### config.mk
export PLATFORM = sky130hd
export DESIGN_NAME = deca_sysid_access_ctrl
export DESIGN_NICKNAME = d
export VERILOG_FILES = /design/src/rtl/deca_sysid_pkg.sv /design/src/rtl/deca_rr_arb2.sv /design/src/rtl/deca_sysid_access_ctrl.sv
export SDC_FILE = /design/constraint.sdc
export NUM_CORES = 1
export LEC_CHECK = 0
export CAP_MARGIN = 20
export CORE_ASPECT_RATIO = 1.75
export CORE_MARGIN = 2
export CORE_UTILIZATION = 35
export CTS_BUF_LIST = sky130_fd_sc_hd__clkbuf_16
export CTS_CLUSTER_DIAMETER = 100
export DETAILED_ROUTE_END_ITERATION = 16
export PLACE_DENSITY = 0.76
export SLEW_MARGIN = 5
export SYNTH_ARGS = -nofsm -noshare
export SYNTH_HDL_FRONTEND = slang
export SYNTH_SLANG_ARGS = --single-unit
### constraint.sdc
create_clock -name clock -period 1.5 [get_ports clock]
set_clock_uncertainty 0.1 [all_clocks]
set_input_delay 0.3 -clock clock [delete_from_list [all_inputs] [get_ports clock]]
set_output_delay 0.3 -clock clock [all_outputs]
set_load 0.005 [all_outputs]
### src/rtl/deca_sysid_pkg.sv
// ---------------------------------------------------------------------------
// deca_sysid_pkg: shared constants for the system-ID access controller. Rev 1.0
// ---------------------------------------------------------------------------
`default_nettype none

package deca_sysid_pkg;

  localparam int LAT_CNT_W = 4;

  localparam logic [2:0] ST_IDLE    = 3'd0;
  localparam logic [2:0] ST_WAIT    = 3'd1;
  localparam logic [2:0] ST_RESP    = 3'd2;
  localparam logic [2:0] ST_BOOT_ID = 3'd3;
  localparam logic [2:0] ST_BOOT_TS = 3'd4;

  localparam logic SYSID_ADDR_ID = 1'b0;
  localparam logic SYSID_ADDR_TS = 1'b1;

endpackage

`default_nettype wire

### src/rtl/deca_rr_arb2.sv
// ---------------------------------------------------------------------------
// deca_rr_arb2: two-way round-robin grant; last winner loses the next tie. Rev 1.0
// ---------------------------------------------------------------------------
`default_nettype none

module deca_rr_arb2 (
  input  logic       clk,
  input  logic       rst_n,
  input  logic [1:0] req,
  input  logic       accept,
  output logic       grant_valid,
  output logic       grant_id
);

  logic last_grant_q;
  logic last_grant_d;

  always_comb begin
    grant_valid = |req;
    if (&req) begin
      grant_id = ~last_grant_q;
    end else begin
      grant_id = req[1];
    end
    last_grant_d = accept ? grant_id : last_grant_q;
  end

  // Reset to 1 so requester 0 wins the first tie.
  always_ff @(posedge clk or negedge rst_n) begin
    if (!rst_n) begin
      last_grant_q <= 1'b1;
    end else begin
      last_grant_q <= last_grant_d;
    end
  end

endmodule

`default_nettype wire

### src/rtl/deca_sysid_access_ctrl.sv
// ---------------------------------------------------------------------------
// deca_sysid_access_ctrl: shares the sysid slave between two read masters;
// optional post-reset ID/timestamp self-check under SYSID_BOOT_CHECK_EN. Rev 1.0
// ---------------------------------------------------------------------------
`default_nettype none

module deca_sysid_access_ctrl
  import deca_sysid_pkg::*;
#(
  parameter int unsigned READ_LATENCY = 2,
  parameter logic [31:0] EXPECTED_ID  = 32'h0,
  parameter logic [31:0] EXPECTED_TS  = 32'h55375A02
) (
  input  logic        clock,
  input  logic        reset_n,
  input  logic        m0_read,
  input  logic        m0_address,
  output logic        m0_waitrequest,
  output logic [31:0] m0_readdata,
  output logic        m0_readdatavalid,
  input  logic        m1_read,
  input  logic        m1_address,
  output logic        m1_waitrequest,
  output logic [31:0] m1_readdata,
  output logic        m1_readdatavalid,
  output logic        sysid_address,
  input  logic [31:0] sysid_readdata,
  output logic        boot_done,
  output logic        id_ok
);

  localparam logic [LAT_CNT_W-1:0] LAT_LOAD = LAT_CNT_W'(READ_LATENCY);
`ifdef SYSID_BOOT_CHECK_EN
  localparam logic [2:0] ST_RESET = ST_BOOT_ID;
`else
  localparam logic [2:0] ST_RESET = ST_IDLE;
`endif

  logic [2:0]           state_q, state_d;
  logic [LAT_CNT_W-1:0] cnt_q, cnt_d;
  logic                 addr_q, addr_d;
  logic                 gnt_q, gnt_d;
  logic [31:0]          rdata_q, rdata_d;
  logic                 boot_done_q, boot_done_d;
  logic                 id_ok_q, id_ok_d;
`ifdef SYSID_BOOT_CHECK_EN
  logic                 boot_q, boot_d;
  logic                 match_q, match_d;
  logic                 boot_pend_q, boot_pend_d;
`endif

  logic arb_valid;
  logic arb_id;
  logic accept;

  assign accept = (state_q == ST_IDLE) && arb_valid;

  deca_rr_arb2 u_arb (
    .clk         (clock),
    .rst_n       (reset_n),
    .req         ({m1_read, m0_read}),
    .accept      (accept),
    .grant_valid (arb_valid),
    .grant_id    (arb_id)
  );

  always_comb begin
    state_d = state_q;
    cnt_d   = cnt_q;
    addr_d  = addr_q;
    gnt_d   = gnt_q;
    rdata_d = rdata_q;
`ifdef SYSID_BOOT_CHECK_EN
    boot_d      = boot_q;
    match_d     = match_q;
    boot_pend_d = 1'b0;
`endif
    case (state_q)
      ST_IDLE: begin
        if (accept) begin
          state_d = ST_WAIT;
          cnt_d   = LAT_LOAD;
          gnt_d   = arb_id;
          addr_d  = arb_id ? m1_address : m0_address;
        end
      end
      ST_WAIT: begin
        cnt_d = cnt_q - 1'b1;
        if (cnt_q == LAT_CNT_W'(1)) begin
`ifdef SYSID_BOOT_CHECK_EN
          // Boot reads are checked here and never reach the response path.
          if (boot_q) begin
            if (addr_q == SYSID_ADDR_ID) begin
              match_d = (sysid_readdata == EXPECTED_ID);
              state_d = ST_BOOT_TS;
            end else begin
              match_d     = match_q && (sysid_readdata == EXPECTED_TS);
              boot_pend_d = 1'b1;
              boot_d      = 1'b0;
              state_d     = ST_IDLE;
            end
          end else
`endif
          begin
            rdata_d = sysid_readdata;
            state_d = ST_RESP;
          end
        end
      end
      ST_RESP: begin
        state_d = ST_IDLE;
      end
`ifdef SYSID_BOOT_CHECK_EN
      ST_BOOT_ID: begin
        addr_d  = SYSID_ADDR_ID;
        cnt_d   = LAT_LOAD;
        state_d = ST_WAIT;
      end
      ST_BOOT_TS: begin
        addr_d  = SYSID_ADDR_TS;
        cnt_d   = LAT_LOAD;
        state_d = ST_WAIT;
      end
`endif
      default: begin
        state_d = ST_IDLE;
      end
    endcase

`ifdef SYSID_BOOT_CHECK_EN
    boot_done_d = boot_done_q | boot_pend_q;
    id_ok_d     = boot_pend_q ? match_q : id_ok_q;
`else
    boot_done_d = 1'b1;
    id_ok_d     = 1'b1;
`endif
  end

  always_ff @(posedge clock or negedge reset_n) begin
    if (!reset_n) begin
      state_q     <= ST_RESET;
      cnt_q       <= '0;
      addr_q      <= 1'b0;
      gnt_q       <= 1'b0;
      rdata_q     <= '0;
      boot_done_q <= 1'b0;
      id_ok_q     <= 1'b0;
`ifdef SYSID_BOOT_CHECK_EN
      boot_q      <= 1'b1;
      match_q     <= 1'b0;
      boot_pend_q <= 1'b0;
`endif
    end else begin
      state_q     <= state_d;
      cnt_q       <= cnt_d;
      addr_q      <= addr_d;
      gnt_q       <= gnt_d;
      rdata_q     <= rdata_d;
      boot_done_q <= boot_done_d;
      id_ok_q     <= id_ok_d;
`ifdef SYSID_BOOT_CHECK_EN
      boot_q      <= boot_d;
      match_q     <= match_d;
      boot_pend_q <= boot_pend_d;
`endif
    end
  end

  // reset_n gates the grant so a request held through reset is never acknowledged.
  assign m0_waitrequest   = !(accept && !arb_id && reset_n);
  assign m1_waitrequest   = !(accept &&  arb_id && reset_n);
  assign m0_readdatavalid = (state_q == ST_RESP) && !gnt_q;
  assign m1_readdatavalid = (state_q == ST_RESP) &&  gnt_q;
  assign m0_readdata      = rdata_q;
  assign m1_readdata      = rdata_q;
  assign sysid_address    = addr_q;
  assign boot_done        = boot_done_q;
  assign id_ok            = id_ok_q;

endmodule

`default_nettype wire
==> qor.txt, run 1 <==
Initial DRC count - 19
Async SR Flop Fraction - 1.00
Starting Density - 0.367
Routed Wire Length - 4150 um
GRT overflow - 0
Ratio of cells with drive above 1 in the final layout - 0.300
Max-cap violation count - 0
Placement Rows - 35
Critical path's slowest cell - dfrtp_1
Internal reg-to-reg setup slack - -0.10 ns
Area contributors post-synth - dfrtp_1 53%, mux2_2 19%, buf_4 13%, buf_6 1.7%, dfstp_2 1.4%
Crit Reg-Reg Startpoint - cnt_q[1]
Worst reg-to-reg path cell count - 6
RSZ-0062 raised after global routing - true
Critical path peak fanout - 18
Peak supply drop - 1.02 mV
Htree depth - 2
Count leader, synth - dfrtp_1
Top FF cell, synth - dfrtp_1
Yosys top cell area share - 0.527
First-pass GRT wire length - 6530 um
Nets - 289
RR Endpoint - m0_readdata[1]
Worst path cell trace - inv_2, ha_1, nor3b_4, nand2_4, buf_12, mux2_2
Die height - 103 um
Distinct cells, synth - 28
Total track usage - 0.140
CTS tree - built
DRC - 0
Synthesized instance count - 146
Largest net degree at the start of global routing - 30
Initial antenna violation count - 0
Final Critical Period - 1.60 ns
Vias - 1411
CTS root buf - clkbuf_16
Yosys warns - 0
GPL Wtd Cong - 0.791
IO Port Bufs - 108
Mean routed wirelength per cell - 12.8 um
Status - complete, but fails checks
Crit path required time - 1.55 ns
Slowest stage delay, CP - 0.40 ns
Place WS - -0.571 ns
CP Data Arrival Time - 1.65 ns
Clk_lat worst skew - 0.27 ns
DRT antenna net count - 0
Post-synth EDFFs - 0
Die span in x - 60.4 um
Drt pass-1 iters - 2
# diodes - 0
Critical path type - reg -> reg
HPWL reported at the end of detailed placement - 3180 um
Fin. Hold Viols - 0
Worst setup margin - -0.102 ns
Vias in the first global route - 1452
Power Density - 1920 nW/um2
HP Class - in -> async
Static Leak - 1.47 nW
Final period util - 1.07
Number of synthesized register bits - 42
CP Launch Point - cnt_q[1]
Final setup viols - 35
Routed vias/inst - 4.35
Cell taking the most area after synthesis - dfrtp_1
Violated checks - setup timing
Num CTS Buffers - 5
Startpoint types - register
DIE AREA - 6190 um2
Final hold slack - 0.000136 ns
Post-Syn Nets - 186
Mapped Area - 1950 um2
CTS sink cnt - 42
Post-synth top cells - 41 x dfrtp_1, 33 x buf_4, 32 x mux2_2
Layout area overhead - 59.2%
CORE AREA - 5300 um2
Reg clk slew, reported paths - 0.06 ns
Fmax - 0.624 GHz
Ports - 109
Register area share after synthesis - 0.541
Longest Clk Path Bufs - 2
Syn avg cell area - 13.3 um2
Setup TNS - -3.08 ns
Crit end category - register
Max Slew Vio Count - 0
[placed cells by master, fill, tap and decap left out, drive strengths merged, types with 2 or more instances in the layout]
master / netlist / routed
clkdlybuf4s50: 0 / 34
o211ai: 2 / 2
a21o: 2 / 2
dfrtp: 41 / 41
nor3b: 2 / 2
mux2: 32 / 32
o21ai: 5 / 5
dlygate4sd2: 0 / 69
nor2: 5 / 5
clkbuf: 0 / 5
buf: 36 / 28
nand2: 2 / 2
clkinv: 0 / 3
inv: 3 / 3
ha: 2 / 2
[per-stage QoR]
| step | cell area (um2) | util | instances | power, mW |
|---|---|---|---|---|
| 2_1_floorplan | 1950 | - | 146 | 3.78 |
| 3_3_place_gp | 2960 | 0.559 | 306 | 5.42 |
| 3_5_place_dp | 2960 | 0.559 | 306 | 5.50 |
| 4_1_cts | 3100 | 0.584 | 324 | 6.06 |
| 5_1_grt | 3100 | 0.585 | 324 | 6.41 |
| 6_report | 3100 | 0.585 | 324 | 5.95 |
[area by class of cell]
cell class | instances | area (um2)
Timing Repair Buffer | 132 | 1180
Clock inverter | 3 | 11.3
Inverter | 3 | 11.3
Tap cell | 74 | 92.6
Fill cell | 496 | 2200
Sequential cell | 42 | 1050
Multi-Input combinational cell | 65 | 624
Clock buffer | 5 | 125
[critical path: cells and delay by family, from the launching register on]
kind / cells / cell delay [ns]
flip-flops: 1 / 0.40
AND/OR/NAND/NOR: 2 / 0.34
multiplexers: 1 / 0.27
buffers and inverters: 2 / 0.23
adder cells (fa/ha/maj): 1 / 0.13
[kinds of logic (layout without fill, tap and decap cells)]
kind of cell,after synthesis,after routing,synth area share
AO/OA/AOI/OAI,12,12,0.0424
adder cells (fa/ha/maj),2,2,0.0129
buffers and inverters,39,143,0.150
flip-flops,42,42,0.541
multiplexers,33,33,0.190
other,1,1,0.00193
AND/OR/NAND/NOR,17,17,0.0611
[how the worst max path moves through the flow]
stage	endpoint	slack, ns	cells after the start
finish	m0_readdata[1]	-0.10	6
global route	m0_readdata[1]	-0.17	6
CTS	m0_waitrequest	-0.13	4
detailed placement	m1_waitrequest	-0.57	5
global placement	m1_waitrequest	-0.58	5
floorplan	m0_readdata[0]	-0.01	5
[sequential cells by signal, summed over array words and instances (netlist names)]
name,flops
sysid_address,1
gnt_q,1
cnt_q,4
id_ok,1
u_arb.last_grant_q,1
state_q,2
m0_readdata,32
[timing repair]
item | 4_1_cts | 5_1_grt
hold buffers | 1 | 0
hold endpoints to repair | 12 | 0
gates resized for setup | 92 | 2
buffers inserted | 9 | 0
pin swaps | 3 | 2
setup endpoints to repair | 103 | 38
[report_power, final]
part	switching (mW)	internal (mW)
clock	0.386	0.598
combinational	1.01	1.89
sequential	0.350	1.71
total	1.75	4.20
[metal layers]
metal  routed length [um]  share of wire  GRT usage  vias to the layer above
met2                 2360           0.57      0.263                       61
met1                 1470           0.36      0.148                      678
li1                     -              -          -                      670
met4                   25         0.0060     0.0410                        0
met3                  283          0.068     0.0364                        2
met5                    0              0          0                        -
Note: power is estimated with default switching activity, not from simulation.
==> run 2, diff against run 1 <==
--- a/config.mk
+++ b/config.mk
@@ -8,11 +8,10 @@
 export CAP_MARGIN = 20
 export CORE_ASPECT_RATIO = 1.75
 export CORE_MARGIN = 2
-export CORE_UTILIZATION = 35
-export CTS_BUF_LIST = sky130_fd_sc_hd__clkbuf_16
-export CTS_CLUSTER_DIAMETER = 100
+export CORE_UTILIZATION = 36
+export CTS_BUF_LIST = sky130_fd_sc_hd__clkbuf_4
 export DETAILED_ROUTE_END_ITERATION = 16
-export PLACE_DENSITY = 0.76
+export PLACE_DENSITY = 0.78
 export SLEW_MARGIN = 5
 export SYNTH_ARGS = -nofsm -noshare
 export SYNTH_HDL_FRONTEND = slang
==> qor.txt, run 2 (same netlist as run 1, synthesis figures left out) <==
Status - complete, but fails checks
Violated checks - setup timing
Share of power burned in registers - 0.342
CTS root buf - clkbuf_4
Critical path peak fanout - 2
Placed inst area - 2950 um2
CP Launch Point - state_q[0]
Htree depth - 2
Final period util - 1.19
Worst setup margin - -0.292 ns
CORE AREA - 5260 um2
RSZ-0062 raised after global routing - true
Num CTS Buffers - 5
Longest Clk Path Bufs - 2
CTS sink cnt - 42
Storage cell area - 1050 um2
CP Data Arrival Time - 1.39 ns
Placement Rows - 35
Die span in x - 59.6 um
Fmax - 0.558 GHz
Crit end category - output pin
First-pass GRT wire length - 7050 um
Peak supply drop - 0.938 mV
Vias in the first global route - 1568
Max Slew Vio Count - 0
Layout area overhead - 60.8%
Routed Wire Length - 4510 um
GPL Wtd Cong - 0.801
IO Port Bufs - 108
Crit path required time - 1.10 ns
Ratio of cells with drive above 1 in the final layout - 0.435
Vias - 1534
FILL cells - 447
Drt pass-1 iters - 4
Max-cap violation count - 0
HP Class - in -> reg
Setup TNS - -3.64 ns
# diodes - 0
Worst path cell trace - or2_4, buf_6, nor2_4, nand3_2, buf_2
Psw - 1.85 mW
Clk_lat worst skew - 0.33 ns
Clock power frac - 0.090
Largest net degree at the start of global routing - 27
Multi-input gate area - 654 um2
Slowest stage delay, CP - 0.40 ns
Most frequent cells in the layout - 50 x dlygate4sd2_1, 41 x dfrtp_1, 35 x clkdlybuf4s50_1, 33 x buf_4, 29 x mux2_2
Power Density - 1900 nW/um2
Critical path type - reg -> out
Routed vias/inst - 4.73
Reg clk slew, reported paths - 0.11 ns
DRT antenna net count - 0
Initial antenna violation count - 0
Fin. Hold Viols - 0
Ports - 109
Total track usage - 0.156
Design Area, Final - 3130 um2
Hold path start - m1_read
Final total power - 5.94 mW
Final core occ - 0.595
Gate power share - 0.567
HPWL reported at the end of detailed placement - 3170 um
DRC - 0
DIE AREA - 6030 um2
Mean routed wirelength per cell - 13.9 um
Nets - 308
Most common cell after layout, fill and taps aside - dlygate4sd2_1
Internal - 4.09 mW
Final Critical Period - 1.79 ns
Max reg flops - 32
Die height - 101 um
Startpoint types - register
GRT overflow - 0
Critical path's slowest cell - dfrtp_1
Static Leak - 1.54 nW
Initial DRC count - 9
Sw Share - 0.311
Crit Reg-Reg Startpoint - cnt_q[1]
Final hold slack - 0.341 ns
Starting Density - 0.370
Final setup viols - 36
CTS tree - built
run 2: cell types whose count changed in the layout (fill, tap and decap cells not counted), sizes merged:
cell           delta
buf              +19
clkbuf           +18
clkdlybuf4s50     +1
clkinv            -1
dlygate4sd2      -19
dlymetal6s2s      +1
run 2: power groups by stage:
stage	clock, mW	combinational [mW]	sequential, mW
finish	0.536	3.37	2.03
global route	0.610	3.68	2.12
global placement	0	3.33	2.09
detailed placement	0	3.38	2.13
CTS	0.563	3.52	2.03
floorplan	0	1.64	2.15
run 2: path summary, 6_finish.rpt:
path	cells after the start	end	slack, ns
setup / recovery	5	m0_waitrequest	-0.29
hold / removal	3	state_q[0]	0.34
setup reg to reg	6	m0_readdata[27]	-0.12
hold reg to reg	1	u_arb.last_grant_q	0.42
max in group asynchronous	3	id_ok	0.57
min in group asynchronous	3	sysid_address	0.44
run 2: what timing repair did:
item	CTS	global route
endpoints found under the hold margin	41	0
pin swaps	6	3
setup buffers	27	3
hold buffers	1	0
gates resized for setup	115	31
cloned	2	0
endpoints found under the setup margin	103	57
run 2: routing by layer:
layer	GRT usage	up-vias	wire length [um]
met5	0	-	0
met2	0.296	67	2570
li1	-	709	-
met4	0.0581	0	63
met3	0.0370	6	317
met1	0.158	752	1560
run 2: stage by stage:
step,worst slack (ns),instances
after global placement,-0.688,288
after CTS,-0.278,325
after floorplan,-0.0139,146
after detailed placement,-0.707,288
after global routing,-0.372,324
final,-0.292,324
run 2: area by class of cell:
cell class | instances | area share
well taps | 55 | 0.0220
repair buffers | 151 | 0.412
inverters | 3 | 0.00360
clock buffers | 6 | 0.0144
multi-input cells | 65 | 0.209
clock inverters | 2 | 0.00280
flip-flops and latches | 42 | 0.336
run 2: worst max-delay path: cells and delay by family (launching register included):
kind | cells | cell delay [ns]
simple gates | 3 | 0.41
buf+inv | 2 | 0.25
flops | 1 | 0.40
==> run 3, diff against run 2 <==
--- a/config.mk
+++ b/config.mk
@@ -7,7 +7,7 @@
 export LEC_CHECK = 0
 export CAP_MARGIN = 20
 export CORE_ASPECT_RATIO = 1.75
-export CORE_MARGIN = 2
+export CORE_MARGIN = 8
 export CORE_UTILIZATION = 36
 export CTS_BUF_LIST = sky130_fd_sc_hd__clkbuf_4
 export DETAILED_ROUTE_END_ITERATION = 16
==> qor.txt, run 3 (same netlist as run 1, synthesis figures left out) <==
HP Class - in -> reg
Placement Rows - 35
Clk_lat worst skew - 0.34 ns
Multi-input gate area - 661 um2
Longest Clk Path Bufs - 2
Nets - 306
Initial antenna violation count - 0
Routed Wire Length - 5160 um
Status - complete, but fails checks
FILL cells - 480
DRT antenna net count - 0
Critical path type - reg -> out
DRC - 0
Vias - 1502
Setup TNS - -4.66 ns
CORE AREA - 5260 um2
Static Leak - 1.51 nW
Drt pass-1 iters - 3
Peak supply drop - 0.976 mV
CP Data Arrival Time - 1.30 ns
Crit end category - output pin
Final period util - 1.13
CTS root buf - clkbuf_4
First-pass GRT wire length - 8220 um
Critical path peak fanout - 3
Max reg flops - 32
Fmax - 0.589 GHz
Fin. Hold Viols - 0
Starting Density - 0.370
Max-cap violation count - 0
Die span in x - 71.6 um
Num CTS Buffers - 5
Ratio of cells with drive above 1 in the final layout - 0.438
Storage cell area - 1050 um2
Ports - 109
Final Critical Period - 1.70 ns
Most common cell after layout, fill and taps aside - dlygate4sd2_1
Startpoint types - register
Vias in the first global route - 1619
Final setup viols - 36
Initial DRC count - 47
Worst setup margin - -0.199 ns
Crit path required time - 1.10 ns
Violated checks - setup timing
Most frequent cells in the layout - 50 x dlygate4sd2_1, 41 x dfrtp_1, 35 x clkdlybuf4s50_1, 35 x buf_4, 32 x mux2_2
GRT overflow - 0
DIE AREA - 8110 um2
Mean routed wirelength per cell - 16.0 um
Final core occ - 0.594
Power Density - 1900 nW/um2
HPWL reported at the end of detailed placement - 3830 um
# diodes - 0
CTS sink cnt - 42
Reg clk slew, reported paths - 0.12 ns
GPL Wtd Cong - 0.788
Die height - 113 um
Routed vias/inst - 4.66
Largest net degree at the start of global routing - 27
Max Slew Vio Count - 0
Layout area overhead - 60.4%
RSZ-0062 raised after global routing - true
CTS tree - built
Total track usage - 0.127
Htree depth - 2
IO Port Bufs - 108
[run 3: cell count changes in the layout (fill, tap and decap cells not counted), moves of 2 or more]
cell,previous run,this run
mux2_4,3,0
mux2_2,29,32
buf_6,7,2
o21ai_1,4,0
o21ai_0,1,4
buf_4,33,35
clkbuf_2,17,14
buf_2,5,8
[run 3: final cells by class]
type	count	area share
clock buffers	7	0.0168
clock inverters	1	0.00120
inverters	3	0.00361
multi-input cells	65	0.212
flip-flops and latches	42	0.337
well taps	55	0.0221
repair buffers	149	0.407
[run 3: through the flow]
step / instance area [um2] / worst slack [ns] / hold WS [ns] / power (mW) / cells
2_1_floorplan: 1950 / -0.0139 / -0.0956 / 3.78 / 146
3_3_place_gp: 2950 / -0.583 / 0.210 / 5.50 / 289
3_5_place_dp: 2950 / -0.597 / 0.218 / 5.59 / 289
4_1_cts: 3150 / -0.223 / 0.388 / 6.06 / 320
5_1_grt: 3120 / -0.278 / 0.403 / 6.36 / 322
6_report: 3120 / -0.199 / 0.413 / 5.93 / 322
[run 3: path summary, 6_finish.rpt]
check | from | to | slack (ns) | depth (start not counted)
setup / recovery | state_q[0] | m1_waitrequest | -0.20 | 4
hold / removal | m1_read | state_q[0] | 0.41 | 3
max in group asynchronous | reset_n | m0_readdata[15] | 0.56 | 3
setup reg to reg | cnt_q[1] | m0_readdata[16] | -0.16 | 6
hold reg to reg | m0_readdata[9] | m0_readdata[9] | 0.43 | 1
min in group asynchronous | reset_n | sysid_address | 0.43 | 3
[run 3: critical path, stage by stage, from the launching register on]
cell and delay, ns:
dfrtp_1 0.42, or2_4 0.27, nor2_4 0.09, nand2_1 0.05, buf_2 0.13
[run 3: what timing repair did]
item | in CTS | in global routing
resized for setup | 116 | 26
hold buffers | 1 | 0
pin swaps | 5 | 4
hold endpoints to repair | 41 | 0
buffers inserted | 21 | 3
setup endpoints to repair | 103 | 53
cloned | 1 | 0
[run 3: metal layers]
layer  up-vias  track usage  part of all wire
li1        703            -                 -
met2        65        0.240              0.55
met3         6       0.0425             0.072
met5         -            0                 0
met4         0       0.0412             0.012
met1       728        0.124              0.37
[run 3: power by group]
group          internal, mW  switching [mW]
Sequential             1.70           0.339
Combinational          2.12            1.21
Clock                 0.217           0.338
Total                  4.04            1.89
